File: src/rtl/pipe_pkg.sv
// Shared types and defaults for the parametrised pipeline stage register.
// The optional performance counters are enabled by defining PIPE_PERF_EN.
package pipe_pkg;

  localparam int DEF_DATA_W = 64;
  localparam int DEF_CNT_W  = 16;

  // Occupancy of the stage, derived from the two valid flags.
  typedef enum logic [1:0] {
    ST_EMPTY = 2'd0,
    ST_HALF  = 2'd1,
    ST_FULL  = 2'd2
  } pipe_state_t;

  // Map the valid flags onto the occupancy encoding; skid is never valid
  // without main, so that combination folds into EMPTY.
  function automatic pipe_state_t state_decode(input logic main_v, input logic skid_v);
    pipe_state_t st;
    if (!main_v) begin
      st = ST_EMPTY;
    end else if (!skid_v) begin
      st = ST_HALF;
    end else begin
      st = ST_FULL;
    end
    return st;
  endfunction

endpackage

File: src/rtl/pipe_sat_counter.sv
// Saturating event counter that adds 0..2 per cycle and sticks at all-ones.
// Only instantiated when PIPE_PERF_EN is defined.
module pipe_sat_counter #(
  parameter int CNT_W = 16
) (
  input  logic             clk,
  input  logic             rst,
  input  logic [1:0]       inc,
  output logic [CNT_W-1:0] cnt
);

  logic [CNT_W-1:0] cnt_q;
  logic [CNT_W-1:0] cnt_d;
  logic [CNT_W:0]   sum_s;

  // Add the increment with one guard bit and clamp on overflow.
  always_comb begin
    sum_s = {1'b0, cnt_q} + {{(CNT_W - 1){1'b0}}, inc};
    if (sum_s[CNT_W]) begin
      cnt_d = {CNT_W{1'b1}};
    end else begin
      cnt_d = sum_s[CNT_W-1:0];
    end
  end

  // Counter register, cleared only by the synchronous active-low reset.
  always_ff @(posedge clk) begin
    if (!rst) begin
      cnt_q <= {CNT_W{1'b0}};
    end else begin
      cnt_q <= cnt_d;
    end
  end

  assign cnt = cnt_q;

endmodule

File: src/rtl/pipe_stage_reg.sv
// Inter-stage pipeline register with valid/ready handshake, a 2-entry skid
// buffer (main + skid) so in_ready depends only on registered state and
// freeze, plus flush and freeze controls.
// Define PIPE_PERF_EN to add the stall_cnt / kill_cnt performance counters.
module pipe_stage_reg
  import pipe_pkg::*;
#(
  parameter int                DATA_W     = DEF_DATA_W,
  parameter logic [DATA_W-1:0] BUBBLE_VAL = {DATA_W{1'b0}},
  parameter int                CNT_W      = DEF_CNT_W
) (
  input  logic              clk,
  input  logic              rst,
  input  logic              flush,
  input  logic              freeze,
  input  logic              in_valid,
  output logic              in_ready,
  input  logic [DATA_W-1:0] in_data,
  output logic              out_valid,
  input  logic              out_ready,
  output logic [DATA_W-1:0] out_data
`ifdef PIPE_PERF_EN
  ,
  output logic [CNT_W-1:0]  stall_cnt,
  output logic [CNT_W-1:0]  kill_cnt
`endif
);

  logic              main_v_q, main_v_d;
  logic              skid_v_q, skid_v_d;
  logic [DATA_W-1:0] main_data_q, main_data_d;
  logic [DATA_W-1:0] skid_data_q, skid_data_d;
  logic              in_fire_s;
  logic              out_fire_s;
  pipe_state_t       state_s;

  // Handshake outputs come straight from registered flags gated by freeze.
  assign in_ready   = ~skid_v_q & ~freeze;
  assign out_valid  = main_v_q & ~freeze;
  assign out_data   = main_data_q;
  assign in_fire_s  = in_valid & in_ready;
  assign out_fire_s = out_valid & out_ready;
  assign state_s    = state_decode(main_v_q, skid_v_q);

  // Next-state selection: flush clears, freeze holds, else move entries FIFO-wise.
  always_comb begin
    main_v_d    = main_v_q;
    skid_v_d    = skid_v_q;
    main_data_d = main_data_q;
    skid_data_d = skid_data_q;
    if (flush) begin
      main_v_d    = 1'b0;
      skid_v_d    = 1'b0;
      main_data_d = BUBBLE_VAL;
      skid_data_d = BUBBLE_VAL;
    end else if (freeze) begin
      main_v_d    = main_v_q;
      skid_v_d    = skid_v_q;
    end else begin
      case (state_s)
        ST_EMPTY: begin
          if (in_fire_s) begin
            main_v_d    = 1'b1;
            main_data_d = in_data;
          end else begin
            main_v_d    = 1'b0;
          end
        end
        ST_HALF: begin
          if (in_fire_s && out_fire_s) begin
            main_data_d = in_data;
          end else if (in_fire_s) begin
            skid_v_d    = 1'b1;
            skid_data_d = in_data;
          end else if (out_fire_s) begin
            main_v_d    = 1'b0;
            main_data_d = BUBBLE_VAL;
          end else begin
            main_v_d    = 1'b1;
          end
        end
        ST_FULL: begin
          // The skid entry only moves forward into main, never past it.
          if (out_fire_s) begin
            skid_v_d    = 1'b0;
            main_data_d = skid_data_q;
            skid_data_d = BUBBLE_VAL;
          end else begin
            skid_v_d    = 1'b1;
          end
        end
        default: begin
          main_v_d    = 1'b0;
          skid_v_d    = 1'b0;
          main_data_d = BUBBLE_VAL;
          skid_data_d = BUBBLE_VAL;
        end
      endcase
    end
  end

  // Storage registers; reset loads the bubble into both entries.
  always_ff @(posedge clk) begin
    if (!rst) begin
      main_v_q    <= 1'b0;
      skid_v_q    <= 1'b0;
      main_data_q <= BUBBLE_VAL;
      skid_data_q <= BUBBLE_VAL;
    end else begin
      main_v_q    <= main_v_d;
      skid_v_q    <= skid_v_d;
      main_data_q <= main_data_d;
      skid_data_q <= skid_data_d;
    end
  end

`ifdef PIPE_PERF_EN
  logic [1:0] stall_inc_s;
  logic [1:0] kill_inc_s;

  // Stall counts a held entry that cannot leave; kill counts entries a flush drops.
  always_comb begin
    stall_inc_s = {1'b0, main_v_q & (freeze | ~out_ready)};
    if (flush) begin
      kill_inc_s = {1'b0, main_v_q} + {1'b0, skid_v_q};
    end else begin
      kill_inc_s = 2'd0;
    end
  end

  pipe_sat_counter #(.CNT_W(CNT_W)) u_stall_cnt (
    .clk (clk),
    .rst (rst),
    .inc (stall_inc_s),
    .cnt (stall_cnt)
  );

  pipe_sat_counter #(.CNT_W(CNT_W)) u_kill_cnt (
    .clk (clk),
    .rst (rst),
    .inc (kill_inc_s),
    .cnt (kill_cnt)
  );
`endif

endmodule

File: config.mk
export PLATFORM = sky130hd
export DESIGN_NAME = pipe_stage_reg
export DESIGN_NICKNAME = d
export VERILOG_FILES = /design/src/rtl/pipe_pkg.sv /design/src/rtl/pipe_sat_counter.sv /design/src/rtl/pipe_stage_reg.sv
export SDC_FILE = /design/constraint.sdc
export NUM_CORES = 1
export LEC_CHECK = 0
export BUFFER_PORTS_ARGS = -buffer_cell sky130_fd_sc_hd__buf_2
export CAP_MARGIN = 25
export CELL_PAD_IN_SITES_DETAIL_PLACEMENT = 1
export CELL_PAD_IN_SITES_GLOBAL_PLACEMENT = 1
export CORE_MARGIN = 5
export CORE_UTILIZATION = 41
export DETAILED_ROUTE_END_ITERATION = 10
export PLACE_DENSITY = 0.92
export RECOVER_POWER = 50
export SKIP_LAST_GASP = 1
export SLEW_MARGIN = 20
export SYNTH_ARGS = -nofsm -noshare
export SYNTH_HDL_FRONTEND = slang
export SYNTH_SLANG_ARGS = --single-unit
File: constraint.sdc
create_clock -name clk -period 1.5 [get_ports clk]
set_input_delay 0.15 -clock clk [delete_from_list [all_inputs] [get_ports clk]]
set_output_delay 0.15 -clock clk [all_outputs]
set_load 0.02 [all_outputs]
==> results.sh <==
export IMPL_gp_congestion=0.792
export IMPL_syn_area_sq_um=6250
export IMPL_clockBufferDepth=2
export IMPL_worstPathRequired_ns=1.77
export IMPL_area_growth_pct=46.8
export IMPL_avgRoutedWirePerCell_microns=28.1
export IMPL_ys_seq_elements=130
export IMPL_final_nets=938
export IMPL_async_flop_share_pct=0
export IMPL_cts_tree="yes"
export IMPL_io_buffer_count=135
export IMPL_grt_max_degree=54
export IMPL_setup_ws_ns=-0.376
export IMPL_p_comb_share_pct=13.7
export IMPL_synth_edf_count=0
export IMPL_startpoint_type="flip-flop"
export IMPL_switchingPower_mw=2.53
export IMPL_power_internal_mw=7.16
export IMPL_seq_power_share_pct=36.8
export IMPL_fin_cells=1071
export IMPL_die_w_microns=133
export IMPL_syn_num_nets=753
export IMPL_ys_types=33
export IMPL_seq_area_frac_synth_pct=41.7
export IMPL_antenna_found_initial=2
export IMPL_first_global_vias=7291
export IMPL_ant_nets=0
export IMPL_post_dp_hpwl_mm=13.5
export IMPL_violations="setup timing"
export IMPL_fin_crit_sh_pct=125
export IMPL_cts_root_buf="clkbuf_16"
export IMPL_dp_cells=964
export IMPL_clk_pin_slew_ns=0.07
export IMPL_slew_headroom_pct=59.1
export IMPL_path_class="flip-flop to flip-flop"
export IMPL_powerDensity_nw_per_um2=1060
export IMPL_status="finished, violations left"
export IMPL_cts_num_sinks=130
export IMPL_grt_ovfl_total=0
export IMPL_grt_pass1_wl_mm=40.4
export IMPL_drt_iter0_markers=759
export IMPL_rsz0062_at_grt="true"
export IMPL_ir_worst_vdd_mv=0.826
export IMPL_finalSetupTns_ns=-4.84
export IMPL_slew_violations=0
export IMPL_finalHoldViolCount=0
export IMPL_row_count=45
export IMPL_cts_made_buffers=17
export IMPL_synth_warnings=0
export IMPL_wl_mm=30.1
export IMPL_drc=0
export IMPL_synth_flop_cell="dfxtp_1"
export IMPL_syn_avg_cell_area_sq_um=9.14
export IMPL_fmax_ghz=0.533
export IMPL_fp_dieArea_sq_um=17800
export IMPL_avgViaCountPerCell=6.48
export IMPL_firstDrtPassIters=5
export IMPL_hold_path_class="input port to flip-flop"
export IMPL_final_layout_size_suffix_gt1_share_pct=33.7
export IMPL_post_route_min_period_ns=1.88
export IMPL_yosys_area_top_type="dfxtp_1"
export IMPL_clock_latency_ns=0.43
export IMPL_fin_skew_ns=0.0108
export IMPL_ios=136
export IMPL_synth_top_area_share_pct=41.7
export IMPL_dpl_worst_slack_ns=-0.148
export IMPL_end_kind="flip-flop"
export IMPL_synthTopCellsByCount="130 x dfxtp_1, 130 x nand2_1, 64 x mux2i_1"
export IMPL_h_tree_depth=4
export IMPL_synth_area_leaders="dfxtp_1 42%, mux2i_1 10%, nand2_1 7.8%"
export IMPL_leakagePower_nw=3.91
export IMPL_die_h_microns=133
export IMPL_cp_data_arrival_time_ns=2.14
export IMPL_crit_fanout=7
export IMPL_setup_viol=107
export IMPL_syn_inst=683
export IMPL_swShare_pct=26.1
export IMPL_clkPwrFrac_pct=49.4
export IMPL_grt_use_total_pct=28.6
export IMPL_r2r_slack_ns=-0.38
export IMPL_vias=6942
export IMPL_tightest_slew_ns=0.609
export IMPL_initial_core_util_pct=41.4
export IMPL_utilization_pct=60.8
export IMPL_drv_cap=0
export IMPL_core_sq_um=15100
placed cells by master, fill, tap and decap left out, types with 10 or more instances in the layout:
master         synthesis  final
a2bb2oi_1             11     11
nor3_2                39     39
a21oi_1               13     13
buf_6                  9     15
o21ai_1               13     12
dlygate4sd3_1          0     49
o21ai_0               41     41
dfxtp_1              130    128
o31ai_1               11     11
buf_4                  7     18
a21boi_0              11     10
buf_2                 24     97
a311oi_1              52     43
buf_12                 4     22
o22ai_1               53     53
a311oi_2               1     10
clkbuf_1              37     36
mux2i_1               64     57
nor3_1                15     14
clkbuf_16              0     26
nand2_1              130    104
nand2_4                0     21
through the flow:
stage | hold slack [ns] | power (mW) | cell area (sq um)
2_1_floorplan | 0.289 | 4.25 | 6250
3_3_place_gp | 0.406 | 4.62 | 7260
3_5_place_dp | 0.412 | 4.65 | 7260
4_1_cts | 0.000455 | 9.42 | 8610
5_1_grt | 0.0126 | 9.89 | 9170
6_report | 0.00678 | 9.70 | 9170
path summary, 6_finish.rpt:
path                endpoint            start  depth (start not counted)
min          skid_data_q[46]      in_data[46]                          3
max reg2reg     out_data[22]         skid_v_q                          5
min reg2reg  skid_data_q[37]  skid_data_q[37]                          2
max             out_data[22]         skid_v_q                          5
sequential cells by signal (all words and copies together) (netlist names):
name,count
out_data,64
skid_data_q,64
main_v_q,1
skid_v_q,1
layout make-up:
type / count / area (sq um)
Timing Repair Buffer: 249 / 2160
Clock inverter: 8 / 145
Multi-Input combinational cell: 468 / 3480
Fill cell: 1664 / 5920
Clock buffer: 24 / 522
Antenna cell: 2 / 5.00
Sequential cell: 130 / 2610
Tap cell: 188 / 235
Inverter: 2 / 7.51
kinds of logic (layout without fill, tap and decap cells):
family	after synthesis	after routing	synth area share, %
buffers and inverters	85	283	8.31
flip-flops	130	130	41.7
AO/OA/AOI/OAI	208	208	22.6
AND/OR/NAND/NOR	195	195	16.8
other	0	2	0
multiplexers	65	65	10.6
power by group through the flow:
stage	combinational, mW	sequential, mW	clock, mW
final	1.33	3.57	4.79
after global placement	0.979	3.64	0
after floorplan	0.541	3.71	0
after CTS	1.15	3.56	4.70
after global routing	1.38	3.58	4.93
after detailed placement	1.01	3.64	0
critical path: stages, from the launching register on:
cell,delay [ns]
dfxtp_4,0.39
nor4b_4,0.40
buf_6,0.22
buf_12,0.15
nor3_2,0.05
a311oi_1,0.50
routing by layer:
metal  share of wire [%]  wire length, microns  GRT usage, %  vias up
met5                   0                     0             0        -
met4                 6.0                  1800          17.4        0
li1                    -                     -             -     2904
met2                  50                 15000          49.2      465
met3                 6.6                  2000          6.31      151
met1                  38                 11300          32.4     3422
what timing repair did:
action / CTS / global route
pin swaps: 7 / 53
setup buffers: 8 / 6
hold buffers: 47 / 2
gates cloned: 2 / 10
setup endpoints to repair: 130 / 124
hold endpoints to repair: 47 / 2
resized for setup: 21 / 79
Power figures use the tool's default switching activity.
